==> config.mk <==
export PLATFORM = sky130hd
export DESIGN_NAME = key_request_latch
export DESIGN_NICKNAME = d
export VERILOG_FILES = /design/src/rtl/key_request_latch_pkg.sv /design/src/rtl/key_debounce.sv /design/src/rtl/key_request_latch.sv
export SDC_FILE = /design/constraint.sdc
export NUM_CORES = 1
export LEC_CHECK = 0
export BUFFER_PORTS_ARGS = -buffer_cell sky130_fd_sc_hd__buf_2
export CORE_MARGIN = 5
export CORE_UTILIZATION = 35
export CTS_CLUSTER_SIZE = 25
export DETAILED_ROUTE_END_ITERATION = 10
export GPL_TIMING_DRIVEN = 0
export PLACE_DENSITY_LB_ADDON = 0.15
export SYNTH_ARGS = -nofsm -noshare
export SYNTH_HDL_FRONTEND = slang
export SYNTH_SLANG_ARGS = --single-unit
==> constraint.sdc <==
create_clock -name clk -period 5.6 [get_ports clk]
set_clock_uncertainty 0.05 [all_clocks]
set_input_delay 0 -clock clk [delete_from_list [all_inputs] [get_ports clk]]
set_output_delay 0 -clock clk [all_outputs]
set_load 0.1 [all_outputs]
==> src/rtl/key_request_latch_pkg.sv <==
// Shared definitions for the key request front-end and the 8-to-3 priority encoder.
// Bit KEY_HI_PRIO of a request vector is the highest priority.
package key_request_latch_pkg;

    localparam int N_KEYS      = 8;
    localparam int KEY_HI_PRIO = N_KEYS - 1;

    typedef logic [N_KEYS-1:0] key_vec_t;

    // One-hot mask of the highest-priority set bit; zero when nothing is set.
    function automatic key_vec_t top_onehot(input key_vec_t v);
        key_vec_t r;
        r = '0;
        for (int i = 0; i < N_KEYS; i++) begin
            if (v[i]) begin
                r = key_vec_t'(1) << i;
            end
        end
        return r;
    endfunction

endpackage

==> src/rtl/key_debounce.sv <==
// One key: 2-flop synchroniser, stability counter, debounced level and rise strobe.
// Level and strobe are normalised so that 1 always means pressed.
module key_debounce #(
    parameter int DEBOUNCE_CYCLES = 500000,
    parameter int CNT_W           = 19,
    parameter bit ACTIVE_LOW      = 1'b1
) (
    input  logic clk,
    input  logic rst,
    input  logic i_key,
    output logic o_level,
    output logic o_rise
);

    localparam logic             RELEASED_RAW = ACTIVE_LOW;
    localparam logic [CNT_W-1:0] LAST_CNT     = CNT_W'(DEBOUNCE_CYCLES - 1);

    logic             r_s1;
    logic             r_s2;
    logic             r_level;
    logic             r_rise;
    logic [CNT_W-1:0] r_cnt;
    logic             w_sync;

    assign w_sync  = r_s2 ^ ACTIVE_LOW;
    assign o_level = r_level;
    assign o_rise  = r_rise;

    // Any return to the accepted level restarts the count, so only an
    // uninterrupted run of DEBOUNCE_CYCLES differing samples is accepted.
    always_ff @(posedge clk) begin
        if (rst) begin
            r_s1    <= RELEASED_RAW;
            r_s2    <= RELEASED_RAW;
            r_level <= 1'b0;
            r_rise  <= 1'b0;
            r_cnt   <= '0;
        end else begin
            r_s1   <= i_key;
            r_s2   <= r_s1;
            r_rise <= 1'b0;
            if (w_sync == r_level) begin
                r_cnt <= '0;
            end else if (r_cnt == LAST_CNT) begin
                r_level <= w_sync;
                r_rise  <= w_sync;
                r_cnt   <= '0;
            end else begin
                r_cnt <= r_cnt + CNT_W'(1);
            end
        end
    end

endmodule

==> src/rtl/key_request_latch.sv <==
// Debounced keys become sticky request bits; ack retires the highest pending one,
// clr_all drops them all, and a fresh press always wins over either.
module key_request_latch
    import key_request_latch_pkg::*;
#(
    parameter int DEBOUNCE_CYCLES = 500000,
    parameter int CNT_W           = 19,
    parameter bit ACTIVE_LOW      = 1'b1
) (
    input  logic              clk,
    input  logic              rst,
    input  logic [N_KEYS-1:0] key_in,
    input  logic              ack,
    input  logic              clr_all,
    output logic [N_KEYS-1:0] req,
    output logic              any_req,
    output logic [N_KEYS-1:0] key_level,
    output logic [N_KEYS-1:0] press_pulse
);

    key_vec_t r_req;
    logic     r_anyReq;
    key_vec_t w_level;
    key_vec_t w_pulse;
    key_vec_t w_top;
    key_vec_t w_reqNext;

    for (genvar g = 0; g < N_KEYS; g++) begin : gen_key
        key_debounce #(
            .DEBOUNCE_CYCLES(DEBOUNCE_CYCLES),
            .CNT_W          (CNT_W),
            .ACTIVE_LOW     (ACTIVE_LOW)
        ) u_debounce (
            .clk    (clk),
            .rst    (rst),
            .i_key  (key_in[g]),
            .o_level(w_level[g]),
            .o_rise (w_pulse[g])
        );
    end

    // The ack target is taken from the current register, before this cycle's sets.
    always_comb begin
        w_top     = top_onehot(r_req);
        w_reqNext = r_req;
        if (clr_all) begin
            w_reqNext = '0;
        end else if (ack) begin
            w_reqNext = r_req & ~w_top;
        end
        w_reqNext = w_reqNext | w_pulse;
    end

    always_ff @(posedge clk) begin
        if (rst) begin
            r_req    <= '0;
            r_anyReq <= 1'b0;
        end else begin
            r_req    <= w_reqNext;
            r_anyReq <= |w_reqNext;
        end
    end

    assign req         = r_req;
    assign any_req     = r_anyReq;
    assign key_level   = w_level;
    assign press_pulse = w_pulse;

endmodule

==> results by stage <==
Outcome:
- The flow ran to the end, and the final reports show no timing, DRC or antenna violations.

Die:
- The area of the placeable core is about 23000 um2.
- The die is 165 um wide.
- The number of rows created at floorplan is between 50 and 60.
- The die height is 165 um.
- The floorplan step defined a die boundary enclosing ~27000 um2.
- The top-level I/O count is 37.
- Once the floorplan was initialized, standard cells occupied between 30% and 40% of the core.

Placed design:
- The congestion estimate from routability-driven global placement came to approximately 0.76.
- Port buffering added 35 buffers.
- Prior to clock tree synthesis, the placed netlist has a worst setup slack of between 3 and 4 ns.
- Detailed placement finished with a half-perimeter wire length of about 12000 um.
- In this run the cell area measured after placement is about 9000 um2.

STA:
- Dividing the final minimum period by the clock period gives 45.6%.
- Setup violations remaining at the end of the flow were counted as 0.
- The final period demand of the worst path is around 2.6 ns.
- The final hold violation count was 0.
- Timing would allow up to just under 400 MHz.
- Setup total negative slack on the finished layout was measured at 0 ns.
- The worst path meets setup with around 3.0 ns of slack.
- Measured against its own limit, the worst slew margin works out to around 45%.
- The count of final max-slew check failures was 0.
- The slew at the pin closest to its max-slew limit is between 0.8 and 0.9 ns.
- Setup repair after global routing left no endpoint under its margin.

Synth:
- The simple-gate share of the synthesized area is 29.1%.
- The synthesized netlist devotes 1.32% of its cell area to adder and majority cells.
- The number of nets in the synthesized netlist is between 900 and 1000.
- Counting flops with a built-in enable in the synthesized netlist gives 0.
- The count of synthesis-stage warnings from yosys is 0.
- The netlist uses between 50 and 60 different library cells.
- The sequential-to-total area share from yosys stat is a little under half.
- The synthesized instance count is 940.
- After Yosys synthesis, XOR and XNOR cells account for roughly a tenth of the synthesized area.
- The share of async-settable or async-resettable flops after synthesis is 0%.
- Summing the areas of all compound-gate instances in the mapped netlist gives 8.83% of the synthesized area.
- The post-synthesis instance area is about 8400 um2.
- Among all flip-flop cells after synthesis, the most frequent one is sky130_fd_sc_hd__dfxtp_1.
- After synthesis, the mean cell area works out to slightly below 9 um2.
- Of the post-synthesis cell area, the part taken by muxes is 0%.
- The post-synthesis sequential element count is ~190.
- The dominant combinational cell family by area after synthesis is simple AND/OR/NAND/NOR gates.

Clock tree:
- The CTS tree is yes.
- The maximum level of the CTS H-tree is 4.
- The maximum count of clock buffers along a single path is 2.
- The root buffer cell is sky130_fd_sc_hd__clkbuf_16.
- The clock insertion delay at the later pin of the skew report is approximately 0.43 ns.
- The clock-pin transition on the worst setup and hold timing paths is around 0.070 ns.
- TritonCTS created 17 clock buffers.
- The TritonCTS sink count is around 190.

Critical path:
- The kind of end point of the critical path is a register.
- The worst register-to-register path begins at gen_key[3].u_debounce.r_cnt[0].
- The largest delay contributor family on the critical path is compound AO/OA/AOI/OAI gates.
- For the worst flop-to-flop path, the logic depth is 6.
- In this run the register-to-register setup slack is approximately 3.0 ns.
- In this run the critical register-to-register path is captured at gen_key[3].u_debounce.r_cnt[9].
- Traced cell by cell, the critical path runs through ha_1 > and4_1 > nand4_1 > o211ai_1 > clkbuf_1 > nor2_1.
- In this run the worst path has a maximum fanout of 10.
- The arrival time of the worst setup path is around 2.8 ns.
- The type of the setup path with the least slack is register to register.
- STA classifies the critical path startpoint as a register.
- Data on the critical path is required at its endpoint by 5.85 ns.
- The largest single stage delay on the critical path is roughly 0.74 ns.
- Together, buffers and inverters on the worst path number 1.
- On the critical path, the stage with the largest delay is an instance of sky130_fd_sc_hd__o211ai_1.

Cells and area:
- The number of fillers in the final layout is about 2400.
- The library cells used most frequently in the layout, excluding fill and tap cells, are 193 x sky130_fd_sc_hd__dfxtp_1, 131 x sky130_fd_sc_hd__nor2_1, 56 x sky130_fd_sc_hd__nand3_1.
- In the final design database the tool counted 1024 nets.
- The post-route netlist has about 11% of its cells at a drive strength greater than 1.
- The synthesis-to-finish area growth is 15.7%.
- Cells fill about two fifths of the core in the end.
- The cell area after layout is 9670 um2.
- The diode insertion count for antenna repair is 0.
- In the final layout, the multi-input gates occupy roughly 4200 um2.
- Summing all flip-flop and latch instances after layout gives a little under 4000 um2.
- The library cell used most frequently in the layout, excluding fill and tap cells, is sky130_fd_sc_hd__dfxtp_1.

Detailed routing:
- In this run the remaining antenna-violating nets after routing total 0.
- The number of DRC markers in iteration 0 is between 200 and 300.
- The remaining design rule violation count is 0.
- For this block, the via count after detailed routing is ~6600.
- For this run, the detailed router's first-pass iteration total came to 4.
- The post-detailed-route wirelength per cell is between 10 and 15 um.
- After detailed routing, the number of vias per cell comes to a little under 5.
- For this block, the routed nets add up to roughly 18000 um of wire.

Run:
- Across the run, the number of max-cap violations was 0.

Pwr:
- In this run, the combinational gates consume about 1.5% of the power.
- The leakage power of the design is ~3.0 nW.
- IR analysis of the VDD net gives a maximum drop of approximately 0.00016 V.
- The sequential fraction of design power is between 50 and 60%.
- The internal power contribution is between 2 and 2.5 mW.
- Overall power consumption after layout is estimated at about 2.7 mW.
- Net switching is 20.6% of the power.
- Power spread over the standard cell area amounts to around 280 nW/um2.
- The switching power is 563 uW.
- The clock network burns around 48% of the power.

GRT:
- Global routing finished with a remaining overflow of 0.
- The initial antenna violation count is 0.
- Global routing used between 10% and 20% of the available tracks across all layers.
- The first global-routing pass estimated around 30000 um of wire.
- The via count of the first global-routing pass is 6122.
- Entering global routing, the biggest net connects 17 pins.

Min path:
- The worst hold path begins at rst.
- The worst hold path terminates at gen_key[1].u_debounce.r_cnt[1].
- The worst hold-check path type is input pin to register.
- The worst hold path passes through 3 cells.
[cell usage after synthesis (all sizes together), types with 2 or more instances]
cell	count	area (um2)
and3	13	81.3
and2	2	12.5
or3	32	200
and4	15	131
inv	31	116
a31oi	4	25.0
nor4	24	150
nor4bb	2	20.0
ha	8	100
or4b	5	50.1
clkbuf	18	67.6
nand3	57	290
nand4	36	231
nor2b	3	18.8
o21ai	28	144
xnor2	49	429
nor4b	9	91.3
buf	21	145
a31o	2	17.5
o31ai	21	171
xor2	52	455
o211ai	3	27.5
or4	26	195
nor3	18	90.1
dfxtp	193	3860
or2	20	125
nor2	131	492
nand4b	2	17.5
nand2	47	193
a21oi	50	250
[per-layer routing]
| layer | global-route usage [%] | part of all wire, % |
|---|---|---|
| met1 | 19.2 | 52 |
| met2 | 21.2 | 45 |
| met3 | 3.49 | 2.7 |
| met4 | 3.33 | 0.54 |
| met5 | 0 | 0 |
[through the flow]
stage | hold slack, ns | cells
after floorplan | 0.0538 | 940
after global placement | 0.136 | 1294
after detailed placement | 0.134 | 1294
after CTS | 0.210 | 1336
after global routing | 0.222 | 1336
final | 0.224 | 1336
[power groups by stage]
| stage | combinational [mW] | clock [mW] | sequential, mW |
|---|---|---|---|
| 3_5_place_dp | 0.0365 | 0 | 1.41 |
| 6_report | 0.0409 | 1.31 | 1.38 |
| 4_1_cts | 0.0421 | 1.35 | 1.38 |
| 5_1_grt | 0.0463 | 1.42 | 1.38 |
| 3_3_place_gp | 0.0363 | 0 | 1.41 |
| 2_1_floorplan | 0.0222 | 0 | 1.41 |
[worst min-delay path, stage by stage]
cell                       delay (ns)
sky130_fd_sc_hd__clkbuf_1        0.30
sky130_fd_sc_hd__nor2_1          0.21
sky130_fd_sc_hd__and3_1          0.15
[sequential cells by signal (all words and copies together) (netlist names)]
name,cells
gen_key.u_debounce.o_level,8
gen_key.u_debounce.r_s2,8
req,8
gen_key.u_debounce.o_rise,8
gen_key.u_debounce.r_cnt,152
gen_key.u_debounce.r_s1,8
any_req,1
[kinds of logic after synthesis]
| group | Yosys count |
|---|---|
| and+or+nand+nor | 447 |
| DFF | 193 |
| AOI/OAI and AO/OA | 120 |
| xor gates and xnor gates | 101 |
| buffers and inverters | 70 |
| adders and majority gates | 9 |
[worst max path at each step]
stage	start	end	slack [ns]	depth (start not counted)
after CTS	gen_key[3].u_debounce.r_cnt[0]	gen_key[3].u_debounce.r_cnt[9]	3.00	6
final	gen_key[3].u_debounce.r_cnt[0]	gen_key[3].u_debounce.r_cnt[9]	3.05	6
after global placement	gen_key[3].u_debounce.r_cnt[0]	gen_key[3].u_debounce.r_cnt[14]	3.04	6
after detailed placement	gen_key[1].u_debounce.r_cnt[0]	gen_key[1].u_debounce.r_cnt[11]	3.03	6
after global routing	gen_key[3].u_debounce.r_cnt[0]	gen_key[3].u_debounce.r_cnt[11]	2.76	6
after floorplan	req[7]	any_req	3.44	4
[cell type report]
cell class / count / area share, %
well taps: 319 / 4.13
inverters: 31 / 1.20
clock buffers: 20 / 4.72
repair buffers: 45 / 2.85
flip-flops and latches: 193 / 40.0
clock inverters: 12 / 1.85
plain buffers: 39 / 2.20
multi-input cells: 677 / 43.1
[what timing repair did]
action                    CTS  global route
setup buffers               0             0
gates resized for setup     0             0
hold buffers               10             0
hold endpoints to repair   12             0
No activity file was read; power rests on OpenSTA's default activity.
